<file path="src/rtl/jk_tmr_vote_monitor.sv">
// Triple-redundant vote monitor for the SR/D/T-based JK flip-flop Q outputs.
// It produces a registered majority Q, keeps per-lane disagreement statistics and tracks health.
module jk_tmr_vote_monitor #(
  parameter int CNT_W        = 8,
  parameter int FAULT_THRESH = 3
) (
  input  logic             clk,
  input  logic             reset,
  input  logic             en,
  input  logic             q_a,
  input  logic             q_b,
  input  logic             q_c,
  output logic             q_vote,
  output logic             valid,
  output logic             any_mismatch,
  output logic [2:0]       lane_fail,
  output logic [CNT_W-1:0] mis_cnt_a,
  output logic [CNT_W-1:0] mis_cnt_b,
  output logic [CNT_W-1:0] mis_cnt_c,
  output logic [1:0]       state
);

  typedef enum logic [1:0] {
    NOMINAL  = 2'b00,
    DEGRADED = 2'b01,
    FAILED   = 2'b10
  } health_t;

  localparam int              CON_W   = 4;
  localparam logic [CON_W-1:0] THRESH  = CON_W'(FAULT_THRESH);
  localparam logic [CNT_W-1:0] CNT_MAX = '1;

  health_t          state_q, state_d;
  logic             q_vote_d, valid_d, mm_d;
  logic [2:0]       fail_d;
  logic [CNT_W-1:0] mis_q   [3];
  logic [CNT_W-1:0] mis_d   [3];
  logic [CON_W-1:0] con_q   [3];
  logic [CON_W-1:0] con_d   [3];
  logic [CON_W-1:0] split_q, split_d;
  logic [2:0]       lanes;
  logic             maj;
  logic             h0, h1;

  assign lanes = {q_c, q_b, q_a};
  assign maj   = (q_a & q_b) | (q_a & q_c) | (q_b & q_c);

  // NOTE: every signal written here is given a default first, so no path leaves
  // a value unassigned and no latch is inferred.
  always_comb begin
    state_d  = state_q;
    q_vote_d = q_vote;
    valid_d  = 1'b0;
    mm_d     = 1'b0;
    fail_d   = lane_fail;
    mis_d    = mis_q;
    con_d    = con_q;
    split_d  = split_q;
    h0       = q_a;
    h1       = q_b;

    // The surviving pair skips whichever lane has been declared failed.
    if (lane_fail[0]) begin
      h0 = q_b;
      h1 = q_c;
    end else if (lane_fail[1]) begin
      h0 = q_a;
      h1 = q_c;
    end

    if (en) begin
      unique case (state_q)
        NOMINAL: begin
          q_vote_d = maj;
          valid_d  = 1'b1;
          for (int i = 0; i < 3; i++) begin
            if (lanes[i] != maj) begin
              mm_d = 1'b1;
              if (mis_q[i] != CNT_MAX) mis_d[i] = mis_q[i] + CNT_W'(1);
              con_d[i] = con_q[i] + CON_W'(1);
              if (con_d[i] == THRESH) begin
                fail_d[i] = 1'b1;
                state_d   = DEGRADED;
              end
            end else begin
              con_d[i] = '0;
            end
          end
        end
        DEGRADED: begin
          valid_d = 1'b1;
          if (h0 == h1) begin
            q_vote_d = h0;
            split_d  = '0;
          end else begin
            mm_d    = 1'b1;
            split_d = split_q + CON_W'(1);
            if (split_d == THRESH) state_d = FAILED;
          end
        end
        default: begin
          valid_d = 1'b0;
          mm_d    = 1'b1;
        end
      endcase
    end
  end

  // NOTE: sequential state uses non-blocking assignments so every register
  // samples the pre-edge values computed above.
  always_ff @(posedge clk) begin
    if (reset) begin
      state_q      <= NOMINAL;
      q_vote       <= 1'b0;
      valid        <= 1'b0;
      any_mismatch <= 1'b0;
      lane_fail    <= '0;
      split_q      <= '0;
      // NOTE: the small counter arrays are explicitly cleared because their
      // values are architecturally visible after reset.
      for (int i = 0; i < 3; i++) begin
        mis_q[i] <= '0;
        con_q[i] <= '0;
      end
    end else begin
      state_q      <= state_d;
      q_vote       <= q_vote_d;
      valid        <= valid_d;
      any_mismatch <= mm_d;
      lane_fail    <= fail_d;
      split_q      <= split_d;
      for (int i = 0; i < 3; i++) begin
        mis_q[i] <= mis_d[i];
        con_q[i] <= con_d[i];
      end
    end
  end

  assign mis_cnt_a = mis_q[0];
  assign mis_cnt_b = mis_q[1];
  assign mis_cnt_c = mis_q[2];
  assign state     = state_q;

endmodule

</file>
<file path="config.mk">
export PLATFORM = sky130hd
export DESIGN_NAME = jk_tmr_vote_monitor
export DESIGN_NICKNAME = d
export VERILOG_FILES = /design/src/rtl/jk_tmr_vote_monitor.sv
export SDC_FILE = /design/constraint.sdc
export NUM_CORES = 1
export LEC_CHECK = 0
export BUFFER_PORTS_ARGS = -buffer_cell sky130_fd_sc_hd__buf_4
export CELL_PAD_IN_SITES_DETAIL_PLACEMENT = 1
export CELL_PAD_IN_SITES_GLOBAL_PLACEMENT = 1
export CORE_MARGIN = 3
export CORE_UTILIZATION = 42
export DETAILED_ROUTE_END_ITERATION = 8
export GPL_TIMING_DRIVEN = 0
export PLACE_DENSITY_LB_ADDON = 0.1
export SETUP_SLACK_MARGIN = 0.15
export SYNTH_ARGS = -nofsm -noshare
export SYNTH_HDL_FRONTEND = slang
export SYNTH_SLANG_ARGS = --single-unit
</file>
<file path="constraint.sdc">
create_clock -name clk -period 2.1 [get_ports clk]
set_clock_uncertainty 0.05 [all_clocks]
set_input_delay 0.42 -clock clk [delete_from_list [all_inputs] [get_ports clk]]
set_output_delay 0.42 -clock clk [all_outputs]
set_load 0.1 [all_outputs]
</file>
==> results of run 1 <==
==> synth_stat cells, drive strengths merged (2+ instances only) <==
library cell	count	area, sq um
a22oi	4	30.0
nand2	30	113
and3	3	18.8
and4	2	17.5
a21boi	2	18.8
clkbuf	6	22.5
or3	6	37.5
nor4	2	12.5
nor3b	6	60.1
o21ai	10	50.1
nand2b	2	12.5
nor2	38	143
buf	5	42.5
o221ai	2	23.8
xnor2	16	140
nor3	13	65.1
a21oi	25	136
nor2b	9	56.3
dfxtp	48	961
and2	2	12.5
mux2i	3	30.0
nand3	13	65.1
nor4b	3	32.5
ha	11	138
and3b	2	17.5
xor2	6	52.6
inv	6	22.5
or3b	2	20.0
nand4	5	31.3
==> how the worst max path moves through the flow <==
| stage | to | slack [ns] |
|---|---|---|
| floorplan | mis_cnt_b[4] | 0.18 |
| global placement | mis_cnt_b[5] | -0.14 |
| detailed placement | mis_cnt_b[3] | -0.17 |
| CTS | mis_cnt_c[1] | 0.18 |
| global route | split_q[3] | 0.15 |
| finish | state[0] | 0.23 |
==> flip-flops by register name, indices dropped and copies added, names as in the netlist <==
register,count
any_mismatch,1
con_q,12
lane_fail,3
mis_cnt_a,8
mis_cnt_b,8
mis_cnt_c,8
q_vote,1
split_q,4
state,2
valid,1
==> routing by layer <==
metal | GRT usage [%] | wire [microns]
met1 | 25.2 | 3100
met5 | 0 | 0
met4 | 4.90 | 73
met2 | 34.7 | 3400
met3 | 3.57 | 217
==> critical path, cell delays in order <==
cell	delay, ns
buf_4	0.13
buf_4	0.17
nor3b_2	0.24
nor2_1	0.14
nor4b_1	0.57
nor4_1	0.12
nor4_1	0.24
==> placed cells by master, fill, tap and decap left out, types with 3 or more instances in the layout <==
| master | instances |
|---|---|
| nand2_1 | 30 |
| mux2i_1 | 3 |
| xnor2_1 | 16 |
| and3_1 | 3 |
| xor2_1 | 6 |
| nand3_1 | 13 |
| nor3b_1 | 3 |
| clkbuf_8 | 5 |
| ha_1 | 11 |
| nor3_1 | 13 |
| a21oi_1 | 23 |
| nor2_1 | 38 |
| inv_1 | 6 |
| nand4_1 | 5 |
| nor2b_1 | 9 |
| or3_1 | 5 |
| dfxtp_1 | 22 |
| buf_4 | 45 |
| o21ai_0 | 10 |
| dfxtp_2 | 25 |
| a22oi_1 | 4 |
| clkbuf_1 | 6 |
==> what timing repair did <==
action                     CTS  global route
pin swaps                    1             1
setup endpoints to repair   10             5
resized for setup            1             5
buffers inserted             3             3
hold buffers                 0             0
==> logic make-up (layout without fill, tap and decap cells) <==
family,count (synthesis),count (layout),synth area share [%]
adders and majority gates,11,11,5.52
DFF,48,48,38.5
AOI/OAI and AO/OA,53,53,13.8
buffers and inverters,17,68,3.51
xor gates and xnor gates,22,22,7.72
muxes,4,4,1.65
and+or+nand+nor,140,140,29.2
==> area by class of cell <==
cell class	instances	share of cell area (%)
Multi-Input combinational cell	230	48.0
Sequential cell	48	32.3
Timing Repair Buffer	43	10.5
Clock buffer	6	3.04
Tap cell	72	2.92
Buffer	11	2.11
Inverter	6	0.731
Clock inverter	2	0.406
==> power by group through the flow <==
stage | sequential (mW) | combinational, mW | clock [mW]
2_1_floorplan | 1.01 | 0.0929 | 0
3_3_place_gp | 0.951 | 0.208 | 0
3_5_place_dp | 0.952 | 0.212 | 0
4_1_cts | 0.931 | 0.219 | 0.660
5_1_grt | 0.933 | 0.240 | 0.708
6_report | 0.931 | 0.225 | 0.639
==> per-stage QoR <==
step	setup WS (ns)	instances	utilization (%)	area, sq um
floorplan	0.180	295	-	2530
global placement	-0.142	404	51.4	2900
detailed placement	-0.167	404	51.4	2900
CTS	0.177	415	53.8	3030
global route	0.152	418	54.6	3080
finish	0.231	418	54.6	3080
==> PnR_summary.wiki, run 1 <==
{| class="wikitable"
! Metric !! Value
|-
| Status || complete, no violations
|-
| CP startpoint || q_a
|-
| Rel. slew slack || 59.1%
|-
| Latest clock arrival within the worst-skew pair || 0.31 ns
|-
| Minimum clock period after layout || 1.87 ns
|-
| Wire length of the first global-routing pass || 11.4 mm
|-
| Post-DR vias/cell || 5.52
|-
| Number of max-slew violations in the final report || 0
|-
| Antenna cell count || 0
|-
| Async SR Flop Fraction || 0%
|-
| Final routed wire length divided by cell count || 16.3 microns
|-
| Worst hold slack || 0.354 ns
|-
| Multi-input logic area || 1480 sq um
|-
| Net load switching power || 0.500 mW
|-
| Clock sinks || 48
|-
| Register bit count reported by yosys || 48
|-
| Vias in the first global route || 2306
|-
| HPWL after detailed placement || 4.94 mm
|-
| Worst Hold Class || in -> reg
|-
| Maximum number of pins on one net before global-route repair || 16
|-
| Number of iterations in the first detailed-routing pass || 4
|-
| Static power due to leakage || 1.16 nW
|-
| Layout filler cell count || 700
|-
| WS Path Type || in -> reg
|-
| Number of nets with antenna violations after routing || 0
|-
| R2R setup slack || 0.24 ns
|-
| Instance count of the mapped netlist || 295
|-
| Logic gate share of total power || 12.5%
|-
| Register-to-Register Path Depth || 6
|-
| Number of antenna violations at the first check in global routing || 0
|-
| Full die area || 6900 sq um
|-
| Core region area || 5640 sq um
|-
| Total DRC errors in the routed layout || 0
|-
| EDFF count, synth || 0
|-
| Total count of hold-check failures in the final report || 0
|-
| Depth of the CTS H-tree || 2
|-
| Proportion of power drawn by the clock network || 35.6%
|-
| Mean area per synthesized cell || 8.46 sq um
|-
| Internal power component || 1.29 mW
|-
| Layout cells sized above 1 || 28.0%
|-
| Count of yosys warnings during synthesis || 0
|-
| Setup-violating endpoint count in the final report || 0
|-
| Switching power share of the total || 27.9%
|-
| Clock tree from TritonCTS || done
|-
| Clock tree root driver cell || clkbuf_8
|-
| Hold Path End || valid
|-
| Clock-pin slew on the worst setup and hold paths || 0.09 ns
|-
| Total power per unit cell area || 582 nW/um^2
|-
| Max-cap viol count || 0
|-
| Count of boundary I/O pins || 38
|-
| Number of nets in the finished design || 362
|-
| Hold depth || 3
|-
| Sequential fraction of the synthesis area || 38.5%
|-
| Max IR drop VDD || 0.291 mV
|-
| Starting density of the core || 44.2%
|-
| Buffer depth of the longest clock path || 2
|-
| Worst slew pin tran || 0.614 ns
|-
| Nature of the critical path startpoint || input port
|-
| Number of input and output port buffers inserted || 37
|-
| Sum Neg Setup Slack || 0 ns
|-
| Grt total ovfl || 0
|-
| Worst EP arrival || 2.03 ns
|-
| Area taken by flip-flops and latches || 996 sq um
|-
| Share of total power in sequential cells || 51.9%
|-
| Destination of the worst register-to-register timing path || mis_cnt_c[3]
|-
| Data required time at the worst endpoint || 2.26 ns
|-
| Global placement routability congestion || 0.756
|-
| Rows || 27
|-
| Worst Setup End Kind || flip-flop
|-
| Width of the die || 83.1 microns
|-
| Source of the worst hold timing path || en
|-
| Total routing resource utilization after global routing || 19.9%
|-
| Total power after layout || 1.79 mW
|-
| Clock buffers created by TritonCTS || 5
|-
| Critical path fanouts, max || 10
|-
| Netlist area before placement || 2490 sq um
|-
| Number of nets produced by synthesis || 312
|-
| Crit Reg-Reg Startpoint || state[0]
|-
| Area growth from synthesis to layout || 23.6%
|-
| Flip-flop cell with the highest count after synthesis || dfxtp_1
|-
| Total Wirelength || 6.80 mm
|-
| RSZ-0062 raised after global routing || no
|-
| Peak clock frequency supported by timing || 535 MHz
|-
| Final Cycle Share || 89.0%
|-
| Drt initial violations || 79
|-
| Die extent in y || 83.1 microns
|-
| Number of library cell types mapped by synthesis || 50
|-
| Vias || 2306
|}
No activity file was read; power rests on OpenSTA's default activity.
==> run 2: changes to the inputs <==
CELL_PAD_IN_SITES_GLOBAL_PLACEMENT = 2   (was 1)
CORE_UTILIZATION = 34   (was 42)
==> run 2 against run 1 <==
Effect of this change: non-clock buffer count decreased by 1; register-to-register slack about the same; hold slack improved by 0.024 ns; critical path depth decreased by 1; global-route usage decreased by 4.8 points; cell count increased by 5.5%; clock power increased by 3.9%; fmax decreased by 0.12%; wire length decreased by 8.8%; power increased by 0.87%.
==> PnR_summary.wiki, run 2 (same netlist as run 1, synthesis figures left out) <==
{| class="wikitable"
! Metric !! Value
|-
| Largest reg by FF count || con_q
|-
| Peak clock frequency supported by timing || 534 MHz
|-
| Drt initial violations || 60
|-
| Number of max-slew violations in the final report || 0
|-
| Worst EP arrival || 2.05 ns
|-
| Maximum number of pins on one net before global-route repair || 16
|-
| Most used cells in the layout excluding fill and tap cells || buf_4, nor2_1, nand2_1
|-
| Critical path fanouts, max || 8
|-
| Static power due to leakage || 1.16 nW
|-
| Setup-violating endpoint count in the final report || 0
|-
| Final routed wire length divided by cell count || 14.1 microns
|-
| Count of boundary I/O pins || 38
|-
| Total count of hold-check failures in the final report || 0
|-
| Die extent in y || 91.7 microns
|-
| Longest individual stage delay on the worst path || 0.36 ns
|-
| Final Cell Area || 3110 sq um
|-
| Status || complete, no violations
|-
| Antenna cell count || 0
|-
| Total DRC errors in the routed layout || 0
|-
| Layout cells sized above 1 || 27.2%
|-
| Vias in the first global route || 2073
|-
| Full die area || 8400 sq um
|-
| Slowest-stage cell, CP || or3b_1
|-
| Rows || 30
|-
| Clock tree root driver cell || clkbuf_8
|-
| Sum Neg Setup Slack || 0 ns
|-
| Total power after layout || 1.81 mW
|-
| Number of nets with antenna violations after routing || 0
|-
| Number of input and output port buffers inserted || 37
|-
| Post-DR vias/cell || 5.05
|-
| Latest clock arrival within the worst-skew pair || 0.30 ns
|-
| Total routing resource utilization after global routing || 15.1%
|-
| Worst Setup End Kind || flip-flop
|-
| Most used cell along the critical path || buf_6
|-
| Worst Hold Class || in -> reg
|-
| Max-cap viol count || 0
|-
| Worst path setup slack after routing || 0.228 ns
|-
| Width of the die || 91.7 microns
|-
| Clock tree from TritonCTS || done
|-
| Global placement routability congestion || 0.735
|-
| Max IR drop VDD || 0.351 mV
|-
| Area growth from synthesis to layout || 24.5%
|-
| Minimum clock period after layout || 1.87 ns
|-
| Clock buffers created by TritonCTS || 5
|-
| R2R setup slack || 0.23 ns
|-
| Most common library cell in the layout ignoring fill and taps || buf_4
|-
| Depth of the CTS H-tree || 2
|-
| Pre-CTS setup slack || -0.284 ns
|-
| HPWL after detailed placement || 4.60 mm
|-
| Number of nets in the finished design || 361
|-
| Rel. slew slack || 61.9%
|-
| Clock sinks || 48
|-
| Cell breakdown of the critical path || buf_6 > or3b_1 > buf_6 > a211o_1 > or3_1 > a21oi_1
|-
| DP Area || 2930 sq um
|-
| Count of hold-fix buffers inserted at cts || 0
|-
| Total power per unit cell area || 583 nW/um^2
|-
| Final Cycle Share || 89.1%
|-
| WS Path Type || reg -> reg
|-
| Nature of the critical path startpoint || flip-flop
|-
| Buffer depth of the longest clock path || 2
|-
| Number of iterations in the first detailed-routing pass || 4
|-
| Data required time at the worst endpoint || 2.28 ns
|-
| Worst hold slack || 0.378 ns
|-
| Grt total ovfl || 0
|-
| Flip-flop count of the largest register, all copies and words added || 12
|-
| Number of antenna violations at the first check in global routing || 0
|-
| Starting density of the core || 35.9%
|-
| Vias || 2226
|-
| Worst slew pin tran || 0.572 ns
|-
| Layout filler cell count || 856
|-
| RSZ-0062 raised after global routing || yes
|-
| Clock-pin slew on the worst setup and hold paths || 0.09 ns
|-
| Wire length of the first global-routing pass || 10.4 mm
|-
| Total Wirelength || 6.20 mm
|-
| Core region area || 6940 sq um
|}
-- run 2: through the flow --
stage / utilization (%) / cells
2_1_floorplan: - / 295
3_3_place_gp: 42.2 / 428
3_5_place_dp: 42.2 / 428
4_1_cts: 44.1 / 438
5_1_grt: 44.7 / 441
6_report: 44.7 / 441
-- run 2: power by group --
part           switching [mW]  total [mW]  internal (mW)
logic                   0.148       0.216         0.0672
registers              0.0103       0.930          0.920
clock network           0.322       0.664          0.342
-- run 2: worst max-delay path: cells and delay by family (launching register included) --
| family | cells | cell delay, ns |
|---|---|---|
| buf+inv | 2 | 0.28 |
| compound gates | 2 | 0.43 |
| simple gates | 2 | 0.69 |
| flops | 1 | 0.35 |
-- run 2: worst paths after layout --
path                      from           end  depth (start not counted)
setup / recovery      state[0]  mis_cnt_c[3]                          6
hold / removal              en         valid                          3
setup reg to reg      state[0]  mis_cnt_c[3]                          6
hold reg to reg   lane_fail[2]  lane_fail[2]                          2
-- run 2: cell type report --
cell class                 instances  area [sq um]  area share [%]
clock buffer                       7           108            3.46
sequential                        48           996            32.1
multi-input combinational        230          1470            47.4
clock inverter                     1          8.76           0.282
tap                               96           120            3.87
buffer                            11          65.1            2.09
inverter                           6          22.5           0.725
timing repair buffer              42           315            10.1
-- run 2: metal layers --
metal,track usage [%],part of all wire (%)
met1,21.6,52
met2,22.8,44
met4,4.52,1.1
met5,0,0
met3,2.95,3.2
-- run 2: timing repair --
action | in CTS | in global routing
setup buffers | 2 | 3
pin swaps | 1 | 0
resized for setup | 1 | 3
gates cloned | 0 | 0
hold endpoints to repair | 0 | 0
endpoints found under the setup margin | 14 | 3
